**src/rtl/mem_access_stage.sv**
```systemverilog
// rtl/mem_access_stage.sv - pipeline MEM stage: data-memory access, lane steering, MEM/WB register.
// Optional misaligned-access exception port guarded by MISALIGN_EXC_EN.
module mem_access_stage #(
    parameter int XLEN       = 32,
    parameter int REG_ADDR_W = 5
) (
    input  logic                  clk,
    input  logic                  rst_n,
    input  logic                  ValidM,
    input  logic [XLEN-1:0]       ALUResultM,
    input  logic [XLEN-1:0]       WriteDataM,
    input  logic [REG_ADDR_W-1:0] RdM,
    input  logic                  RegWriteM,
    input  logic                  MemToRegM,
    input  logic                  MemReadM,
    input  logic                  MemWriteM,
    input  logic [2:0]            Funct3M,
    output logic                  StallM,
    output logic                  DmemReqValid,
    input  logic                  DmemReqReady,
    output logic [XLEN-1:0]       DmemAddr,
    output logic                  DmemWe,
    output logic [XLEN-1:0]       DmemWdata,
    output logic [3:0]            DmemWstrb,
    input  logic                  DmemRspValid,
    input  logic [XLEN-1:0]       DmemRdata,
    output logic                  ValidW,
    output logic [XLEN-1:0]       ReadDataW,
    output logic [XLEN-1:0]       ALUResultW,
    output logic [REG_ADDR_W-1:0] RdW,
    output logic                  RegWriteW,
    output logic                  MemToRegW
`ifdef MISALIGN_EXC_EN
    ,
    output logic                  MisalignExcW
`endif
);

    typedef enum logic [1:0] {IDLE, REQ, RESP} state_t;

    state_t          state, state_nx;
    logic [XLEN-1:0] addr_q;
    logic [XLEN-1:0] wdata_q;
    logic [3:0]      wstrb_q;
    logic            we_q;
    logic [2:0]      funct3_q;

    logic            mem_op;
    logic            mis_exc;
    logic            issue;
    logic            complete;
    logic [XLEN-1:0] st_data;
    logic [3:0]      st_strb;
    logic [7:0]      ld_byte;
    logic [15:0]     ld_half;
    logic [XLEN-1:0] ld_data;

    assign mem_op = ValidM & (MemReadM | MemWriteM);

`ifdef MISALIGN_EXC_EN
    logic misalign_m;
    // Funct3[1:0]: 00 byte, 01 half, 1x word (unknown encodings fall to word)
    assign misalign_m = ((Funct3M[1:0] == 2'b01) & ALUResultM[0]) |
                        (Funct3M[1] & (|ALUResultM[1:0]));
    assign mis_exc    = mem_op & misalign_m;
`else
    assign mis_exc    = 1'b0;
`endif

    assign issue = mem_op & ~mis_exc;

    always_comb begin
        st_data = WriteDataM;
        st_strb = 4'b1111;
        case (Funct3M[1:0])
            2'b00: begin
                st_data = {4{WriteDataM[7:0]}};
                st_strb = 4'b0001 << ALUResultM[1:0];
            end
            2'b01: begin
                st_data = {2{WriteDataM[15:0]}};
                st_strb = ALUResultM[1] ? 4'b1100 : 4'b0011;
            end
            default: ;
        endcase
    end

    always_comb begin
        ld_byte = DmemRdata[7:0];
        case (addr_q[1:0])
            2'b01:   ld_byte = DmemRdata[15:8];
            2'b10:   ld_byte = DmemRdata[23:16];
            2'b11:   ld_byte = DmemRdata[31:24];
            default: ;
        endcase
        ld_half = addr_q[1] ? DmemRdata[31:16] : DmemRdata[15:0];
        case (funct3_q)
            3'b000:  ld_data = {{24{ld_byte[7]}}, ld_byte};
            3'b100:  ld_data = {24'd0, ld_byte};
            3'b001:  ld_data = {{16{ld_half[15]}}, ld_half};
            3'b101:  ld_data = {16'd0, ld_half};
            default: ld_data = DmemRdata;
        endcase
    end

    always_comb begin
        state_nx     = state;
        StallM       = 1'b0;
        DmemReqValid = 1'b0;
        case (state)
            IDLE: begin
                if (issue) begin
                    state_nx = REQ;
                    StallM   = 1'b1;
                end
            end
            REQ: begin
                DmemReqValid = 1'b1;
                // a store retires on the handshake cycle, a load still waits for data
                StallM = ~(DmemReqReady & we_q);
                if (DmemReqReady) state_nx = we_q ? IDLE : RESP;
            end
            RESP: begin
                StallM = ~DmemRspValid;
                if (DmemRspValid) state_nx = IDLE;
            end
            default: state_nx = IDLE;
        endcase
    end

    assign complete  = ~StallM & ((state != IDLE) | ValidM);
    assign DmemAddr  = {addr_q[XLEN-1:2], 2'b00};
    assign DmemWe    = we_q;
    assign DmemWdata = wdata_q;
    assign DmemWstrb = wstrb_q;

    always_ff @(posedge clk or negedge rst_n) begin
        if (!rst_n) begin
            state      <= IDLE;
            addr_q     <= '0;
            wdata_q    <= '0;
            wstrb_q    <= '0;
            we_q       <= 1'b0;
            funct3_q   <= '0;
            ValidW     <= 1'b0;
            ReadDataW  <= '0;
            ALUResultW <= '0;
            RdW        <= '0;
            RegWriteW  <= 1'b0;
            MemToRegW  <= 1'b0;
`ifdef MISALIGN_EXC_EN
            MisalignExcW <= 1'b0;
`endif
        end else begin
            state <= state_nx;
            if ((state == IDLE) && issue) begin
                // a load wins when both read and write are asserted
                addr_q   <= ALUResultM;
                we_q     <= ~MemReadM;
                wdata_q  <= MemReadM ? '0 : st_data;
                wstrb_q  <= MemReadM ? 4'b0000 : st_strb;
                funct3_q <= Funct3M;
            end
            if (complete) begin
                ValidW     <= 1'b1;
                ALUResultW <= (state == IDLE) ? ALUResultM : addr_q;
                RdW        <= RdM;
                RegWriteW  <= RegWriteM & (state != REQ) & ~mis_exc;
                MemToRegW  <= MemToRegM;
                ReadDataW  <= (state == RESP) ? ld_data : '0;
`ifdef MISALIGN_EXC_EN
                MisalignExcW <= mis_exc;
`endif
            end else begin
                ValidW    <= 1'b0;
                RegWriteW <= 1'b0;
`ifdef MISALIGN_EXC_EN
                MisalignExcW <= 1'b0;
`endif
            end
        end
    end

endmodule

```
**config.mk**
```make
export PLATFORM = sky130hd
export DESIGN_NAME = mem_access_stage
export DESIGN_NICKNAME = d
export VERILOG_FILES = /design/src/rtl/mem_access_stage.sv
export SDC_FILE = /design/constraint.sdc
export NUM_CORES = 1
export LEC_CHECK = 0
export ABC_AREA = 1
export BUFFER_PORTS_ARGS = -buffer_cell sky130_fd_sc_hd__buf_2
export CAP_MARGIN = 0
export CORE_MARGIN = 5
export CORE_UTILIZATION = 54
export DETAILED_ROUTE_END_ITERATION = 8
export GPL_ROUTABILITY_DRIVEN = 0
export PLACE_DENSITY = 0.86
export SLEW_MARGIN = 20
export SYNTH_ARGS = -nofsm -noshare
export SYNTH_HDL_FRONTEND = slang
export SYNTH_SLANG_ARGS = --single-unit
```
**constraint.sdc**
```tcl
create_clock -name clk -period 2.4 [get_ports clk]
set_input_delay 0.36 -clock clk [delete_from_list [all_inputs] [get_ports clk]]
set_output_delay 0.36 -clock clk [all_outputs]
set_load 0.005 [all_outputs]
```
==> results of run 1 <==
[final cells by class]
| type | count | area, um2 | share of cell area, % |
|---|---|---|---|
| Tap cell | 176 | 220 | 2.45 |
| Inverter | 74 | 278 | 3.09 |
| Sequential cell | 146 | 3650 | 40.7 |
| Timing Repair Buffer | 269 | 1450 | 16.1 |
| Multi-Input combinational cell | 656 | 2830 | 31.4 |
| Clock buffer | 18 | 429 | 4.78 |
| Antenna cell | 1 | 2.50 | 0.0278 |
| Clock inverter | 14 | 133 | 1.48 |
[cells in the mapped netlist, drive strengths merged]
master,instances
inv,73
o21a,6
buf,65
dfrtp,146
clkbuf,19
conb,1
a21oi,5
clkinv,1
o221ai,1
o21ai,151
nand3b,9
o211ai,6
nor2,63
nand4,1
nor3,2
nand3,13
nand2,397
[layer usage]
layer	vias up	part of all wire (%)
met2	320	48
met5	-	0.035
met1	3143	41
li1	3374	-
met4	2	2.5
met3	35	9.2
[worst max-delay path: cells and delay by family, from the launching register on]
| kind | cells | cell delay [ns] |
|---|---|---|
| simple gates | 6 | 1.42 |
| flops | 1 | 0.41 |
| buf+inv | 1 | 0.10 |
[report_power, final]
part / internal, mW / switching [mW]
combinational: 1.80 / 2.94
sequential: 3.53 / 0.728
clock: 1.44 / 1.08
total: 6.77 / 4.74
[state kept, by name, summed over array words and instances (netlist names)]
| name | flops |
|---|---|
| ALUResultW | 32 |
| DmemWdata | 32 |
| ReadDataW | 32 |
| addr_q | 32 |
| RdW | 5 |
| DmemWstrb | 4 |
| funct3_q | 3 |
| state | 2 |
| DmemWe | 1 |
| MemToRegW | 1 |
| RegWriteW | 1 |
| ValidW | 1 |
[cells by family (layout without fill, tap and decap cells)]
group	after synthesis	after routing
buffers and inverters	158	375
other	1	3
AO/OA/AOI/OAI	169	169
AND/OR/NAND/NOR	485	485
flip-flops	146	146
[metrics by stage]
stage / hold WS [ns] / utilization [%] / instance area, um2 / total power [mW]
floorplan: 0.0644 / - / 7280 / 7.47
global placement: 0.344 / 63.5 / 8410 / 8.86
detailed placement: 0.349 / 63.5 / 8410 / 9.02
CTS: 0.128 / 67.8 / 8980 / 11.6
global route: 0.132 / 67.9 / 8990 / 12.4
finish: 0.140 / 67.9 / 8990 / 11.5
[what timing repair did]
action,4_1_cts,5_1_grt
endpoints found under the setup margin,0,0
endpoints found under the hold margin,48,0
hold buffers,1,0
[final timing paths]
path / startpoint / endpoint / slack (ns) / cells after the start
hold / removal: RdM[3] / RdW[3]$_DFFE_PN0P_ / 0.14 / 3
min in group asynchronous: rst_n / ALUResultW[17]$_DFFE_PN0P_ / 0.45 / 2
max in group asynchronous: rst_n / ALUResultW[8]$_DFFE_PN0P_ / 1.28 / 3
setup reg to reg: state[0]$_DFFE_PN0P_ / ALUResultW[17]$_DFFE_PN0P_ / 0.41 / 7
hold reg to reg: ALUResultW[14]$_DFFE_PN0P_ / ALUResultW[14]$_DFFE_PN0P_ / 0.47 / 2
setup / recovery: state[0]$_DFFE_PN0P_ / ALUResultW[17]$_DFFE_PN0P_ / 0.41 / 7
==> run_results.csv, run 1 <==
group,metric,value,unit
run_status,status,"completed",
global_routing,grt_use_met2,40.3,%
synth,synth_seq_cells,146,
clock_network,post_cts_resized,0,
global_routing,grt_pass1_vias,6486,
worst_setup_path,crit_arrival,2.34,ns
placed_design,dp_worst_setup_slack,0.384,ns
die,floorplan.io_pins,256,
worst_setup_path,slowest_delay,0.81,ns
cells_and_area,fin_cells,1354,
synth,avgSynthCellArea,7.59,um2
route,ant_nets,0,
synth,yosysTopAreaCell,"dfrtp_1",
worst_setup_path,required,2.75,ns
sta,rsz0062_at_grt,"false",
sta,hold_viol,0,
clock_network,post-cts-setup-buffer-count,0,
sta,finalCritPeriodShare,82.8,%
placed_design,placedCellCount,1320,
power_and_ir_drop,power_density,1280,nW/um2
worst_setup_path,endpoint_kind,"flop",
clock_network,tritoncts.num_buffers,17,
synth,synth_cell_types,27,
worst_hold_path,hold_path.class,"in2reg",
cells_and_area,final_cell_mix,"nand2_1, buf_2, o21ai_0",
sta,report.final.slew_viol_count,0,
worst_setup_path,crit_type,"reg2reg",
cells_and_area,fill_cells,1136,
sta,skew,0.00966,ns
cells_and_area,syn2layout_area_growth,23.5,%
power_and_ir_drop,max-vdd-ir-drop,0.681,mV
global_routing,use_met1,31.8,%
placed_design,port_buffers,253,
synth,synth_top_family_by_area,"simple AND/OR/NAND/NOR gates",
sta,fin_ws,0.414,ns
sta,max-slew-margin-rel,30.2,%
global_routing,grt_overflow,0,
route,drc,0,
die,die_area,15900,um2
global_routing,use_met3,6.77,%
route,drtIter0Drc,580,
cells_and_area,nNetsFinal,1277,
route,vias,6874,
synth,synth-warning-count,0,
worst_setup_path,cp-start-kind,"flop",
job,maxCapViolCount,0,
clock_network,cts_htree_levels,4,
route,drtPass1Iterations,6,
synth,synth_simple_gate_area_share,26.6,%
die,die_width,126,um
die,coreArea,13200,um2
die,die_h,126,um
clock_network,clock_sinks,146,
sta,setup_tns,0,ns
worst_setup_path,path_max_fanout,45,
route,vias_per_cell,5.08,
route,drt_wl_total,20000,um
global_routing,antenna_found_initial,2,
global_routing,grt_pass1_wl,31900,um
cells_and_area,drive_gt1_share,26.4,%
synth,synthAdderAreaFrac,0,%
synth,netlist_instances,959,
synth,synth_compound_area_share,12.1,%
synth,synth_area,7270,um2
clock_network,cts_tree,"yes",
worst_setup_path,path_common_cell,"nand2_1",
route,wl_per_cell,14.8,um
clock_network,clk_latency,0.42,ns
placed_design,hpwl,14500,um
global_routing,grt.busiest_layer,"met2",
synth,synth_area_leaders,"dfrtp_1, nand2_1, o21ai_0",
sta,fin_crit,1.99,ns
global_routing,grt_start_max_net_pins,52,
sta,max_clock_freq,503,MHz
clock_network,clockBufferDepth,2,
worst_setup_path,cp_cell_sequence,"inv_1 -> nor2_2 -> nand2_1 -> nand3_2 -> nor2_4 -> nand2_1 -> nand2_1",
cells_and_area,layout_commonest_cell,"nand2_1",
synth,yosys.area_share.xor_xnor,0,%
clock_network,cts.reportedPaths.clkPinSlew,0.06,ns
die,row_count,42,
sta,worstMarginPinSlew,1.05,ns
clock_network,root_buffer,"clkbuf_16",
die,start_util,54.9,%
global_routing,grtUsageTotal,24.7,%
worst_setup_path,slowest_stage,"nor2_4",
power_and_ir_drop,leakage,5.14,nW
synth,ys_seq_area_share,50.2,%
sta,setup_violations,0,
synth,synth_top_area_share,50.2,%
synth,synth.mux.area_fraction,0,%
Note: power is estimated with default switching activity, not from simulation.
==> inputs of run 2 (changes only) <==
--- a/config.mk
+++ b/config.mk
@@ -9,10 +9,10 @@
 export BUFFER_PORTS_ARGS = -buffer_cell sky130_fd_sc_hd__buf_2
 export CAP_MARGIN = 0
 export CORE_MARGIN = 5
-export CORE_UTILIZATION = 54
+export CORE_UTILIZATION = 46
 export DETAILED_ROUTE_END_ITERATION = 8
 export GPL_ROUTABILITY_DRIVEN = 0
-export PLACE_DENSITY = 0.86
+export PLACE_DENSITY = 0.78
 export SLEW_MARGIN = 20
 export SYNTH_ARGS = -nofsm -noshare
 export SYNTH_HDL_FRONTEND = slang
==> constraint.sdc (replaced) <==
create_clock -name clk -period 1.6 [get_ports clk]
set_input_delay 0.24 -clock clk [delete_from_list [all_inputs] [get_ports clk]]
set_output_delay 0.24 -clock clk [all_outputs]
set_load 0.005 [all_outputs]
==> run 2 against run 1 <==
Effect of this change:
- the run now ends with negative setup slack left
- combinational power rose by 72%
- routed wire length rose by 9.9%
- non-clock buffer count is 22 higher
- largest cell class unchanged
- largest power group unchanged
- highest routed layer unchanged
==> run_results.csv, run 2 (synthesis results as in run 1) <==
group,metric,value,unit
die,die_width,136,um
worst_setup_path,crit_type,"reg2out",
clock_network,clock_sinks,146,
sta,max-slew-margin-rel,53.7,%
worst_setup_path,endpoint_kind,"output port",
route,wl_per_cell,15.6,um
worst_hold_path,holdPathEnd,"MemToRegW$_DFFE_PN0P_",
die,floorplan.io_pins,256,
cells_and_area,design_area,9470,um2
cells_and_area,syn2layout_area_growth,30.1,%
sta,max_clock_freq,591,MHz
worst_setup_path,required,1.36,ns
cells_and_area,drive_gt1_share,28.4,%
worst_hold_path,min_path_cells,3,
placed_design,place_area,8620,um2
clock_network,clk_latency,0.41,ns
route,ant_nets,0,
die,start_util,46.3,%
route,drtPass1Iterations,5,
global_routing,grt_pass1_wl,34600,um
worst_setup_path,path_max_fanout,3,
die,die_area,18400,um2
power_and_ir_drop,power.total,18.9,mW
cells_and_area,nNetsFinal,1300,
cells_and_area,final_cell_mix,"nand2_1, buf_2, dfrtp_1",
die,coreArea,15700,um2
sta,worstMarginPinSlew,0.692,ns
power_and_ir_drop,power_density,2000,nW/um2
sta,rsz0062_at_grt,"true",
sta,fin_crit,1.69,ns
clock_network,root_buffer,"clkbuf_16",
worst_setup_path,rr_worst_depth,6,
cells_and_area,layout_commonest_cell,"nand2_1",
clock_network,tritoncts.num_buffers,17,
sta,report.final.slew_viol_count,0,
global_routing,grt_overflow,0,
power_and_ir_drop,pwr-share-clk,23.4,%
worst_setup_path,crit_arrival,1.45,ns
placed_design,placedCellCount,1377,
job,maxCapViolCount,0,
clock_network,cts_tree,"yes",
clock_network,clockBufferDepth,2,
route,drc,0,
power_and_ir_drop,switching_share,39.1,%
power_and_ir_drop,power_frac_comb,43.1,%
die,row_count,46,
sta,fin_ws,-0.0931,ns
global_routing,grt_pass1_vias,6849,
power_and_ir_drop,max-vdd-ir-drop,0.933,mV
cells_and_area,fin_cells,1417,
cells_and_area,post-route-util,60.2,%
run_status,violations,"negative setup slack",
worst_hold_path,hold_path.class,"in2reg",
sta,hold_viol,0,
placed_design,hpwl,15700,um
worst_setup_path,regToRegEndpoint,"ALUResultW[24]$_DFFE_PN0P_",
power_and_ir_drop,p_switching,7.41,mW
power_and_ir_drop,seqPwrFrac,33.5,%
placed_design,dp_worst_setup_slack,-0.311,ns
route,drtIter0Drc,423,
global_routing,grtUsageTotal,23.8,%
worst_setup_path,reg2reg_setup_slack,-0.04,ns
worst_hold_path,min-delay-start,"MemToRegM",
route,drt_wl_total,22000,um
placed_design,port_buffers,253,
worst_setup_path,regToRegStartpoint,"state[0]$_DFFE_PN0P_",
run_status,status,"complete, but fails checks",
worst_setup_path,cp-start-kind,"flop",
die,die_h,136,um
route,vias_per_cell,4.87,
global_routing,antenna_found_initial,4,
power_and_ir_drop,leakage,5.33,nW
global_routing,grt_start_max_net_pins,52,
route,vias,6900,
sta,setup_violations,47,
clock_network,cts.reportedPaths.clkPinSlew,0.06,ns
sta,skew,0.00771,ns
power_and_ir_drop,p_int,11.5,mW
sta,finalCritPeriodShare,106,%
clock_network,cts_htree_levels,4,
-- run 2: cell types whose count changed in the layout (fill, tap and decap cells not counted), sizes merged --
| cell | before | now |
|---|---|---|
| nor2 | 63 | 64 |
| diode | 1 | 2 |
| clkinv | 9 | 2 |
| inv | 75 | 73 |
| bufinv | 1 | 5 |
| clkbuf | 18 | 24 |
| buf | 268 | 288 |
-- run 2: area by class of cell --
type	instances	area (um2)
clock buffer	22	474
clock inverter	9	178
multi-input combinational	657	2870
timing repair buffer	291	1740
tap	216	270
inverter	74	278
fill	1462	6250
antenna	2	5.00
sequential	146	3660
-- run 2: power groups by stage --
stage	Sequential [mW]	Combinational (mW)	Clock [mW]
CTS	6.31	7.91	4.51
detailed placement	6.31	7.66	0
global route	6.53	9.18	4.66
floorplan	6.23	4.97	0
global placement	6.29	7.46	0
finish	6.34	8.17	4.43
-- run 2: worst max-delay path, cell delays in order, from the launching register on --
cell and delay [ns]:
dfrtp_1 0.42, inv_2 0.07, nand3b_1 0.16, nand3_4 0.14, buf_6 0.14, buf_6 0.11
-- run 2: per-stage QoR --
| stage | hold slack [ns] | setup TNS, ns |
|---|---|---|
| 5_1_grt | 0.0179 | -7.06 |
| 3_3_place_gp | 0.146 | -10.17 |
| 2_1_floorplan | -0.0556 | 0 |
| 4_1_cts | 0.00586 | -1.61 |
| 6_report | 0.0247 | -1.01 |
| 3_5_place_dp | 0.147 | -14.05 |
-- run 2: worst max-delay path by stage --
stage	depth (start not counted)	slack [ns]	endpoint	from
2_1_floorplan	9	0.22	ReadDataW[21]$_DFFE_PN0P_	addr_q[1]$_DFFE_PN0P_
3_3_place_gp	7	-0.27	ReadDataW[6]$_DFFE_PN0P_	state[0]$_DFFE_PN0P_
3_5_place_dp	7	-0.31	ReadDataW[6]$_DFFE_PN0P_	state[0]$_DFFE_PN0P_
4_1_cts	5	-0.11	StallM	state[1]$_DFFE_PN0P_
5_1_grt	5	-0.16	StallM	state[0]$_DFFE_PN0P_
6_report	5	-0.09	StallM	state[0]$_DFFE_PN0P_
-- run 2: per-layer routing --
metal | track usage (%) | vias up | part of all wire (%)
met2 | 40.4 | 264 | 49
met5 | 0 | - | 0.064
met4 | 6.27 | 4 | 1.2
met3 | 7.21 | 30 | 8.2
li1 | - | 3414 | -
met1 | 29.8 | 3188 | 41
-- run 2: what timing repair did --
| action | 4_1_cts | 5_1_grt |
|---|---|---|
| pin swaps | 15 | 23 |
| hold buffers | 1 | 0 |
| gates cloned | 1 | 2 |
| buffers inserted | 2 | 2 |
| setup endpoints to repair | 108 | 135 |
| hold endpoints to repair | 27 | 0 |
| gates resized for setup | 9 | 19 |
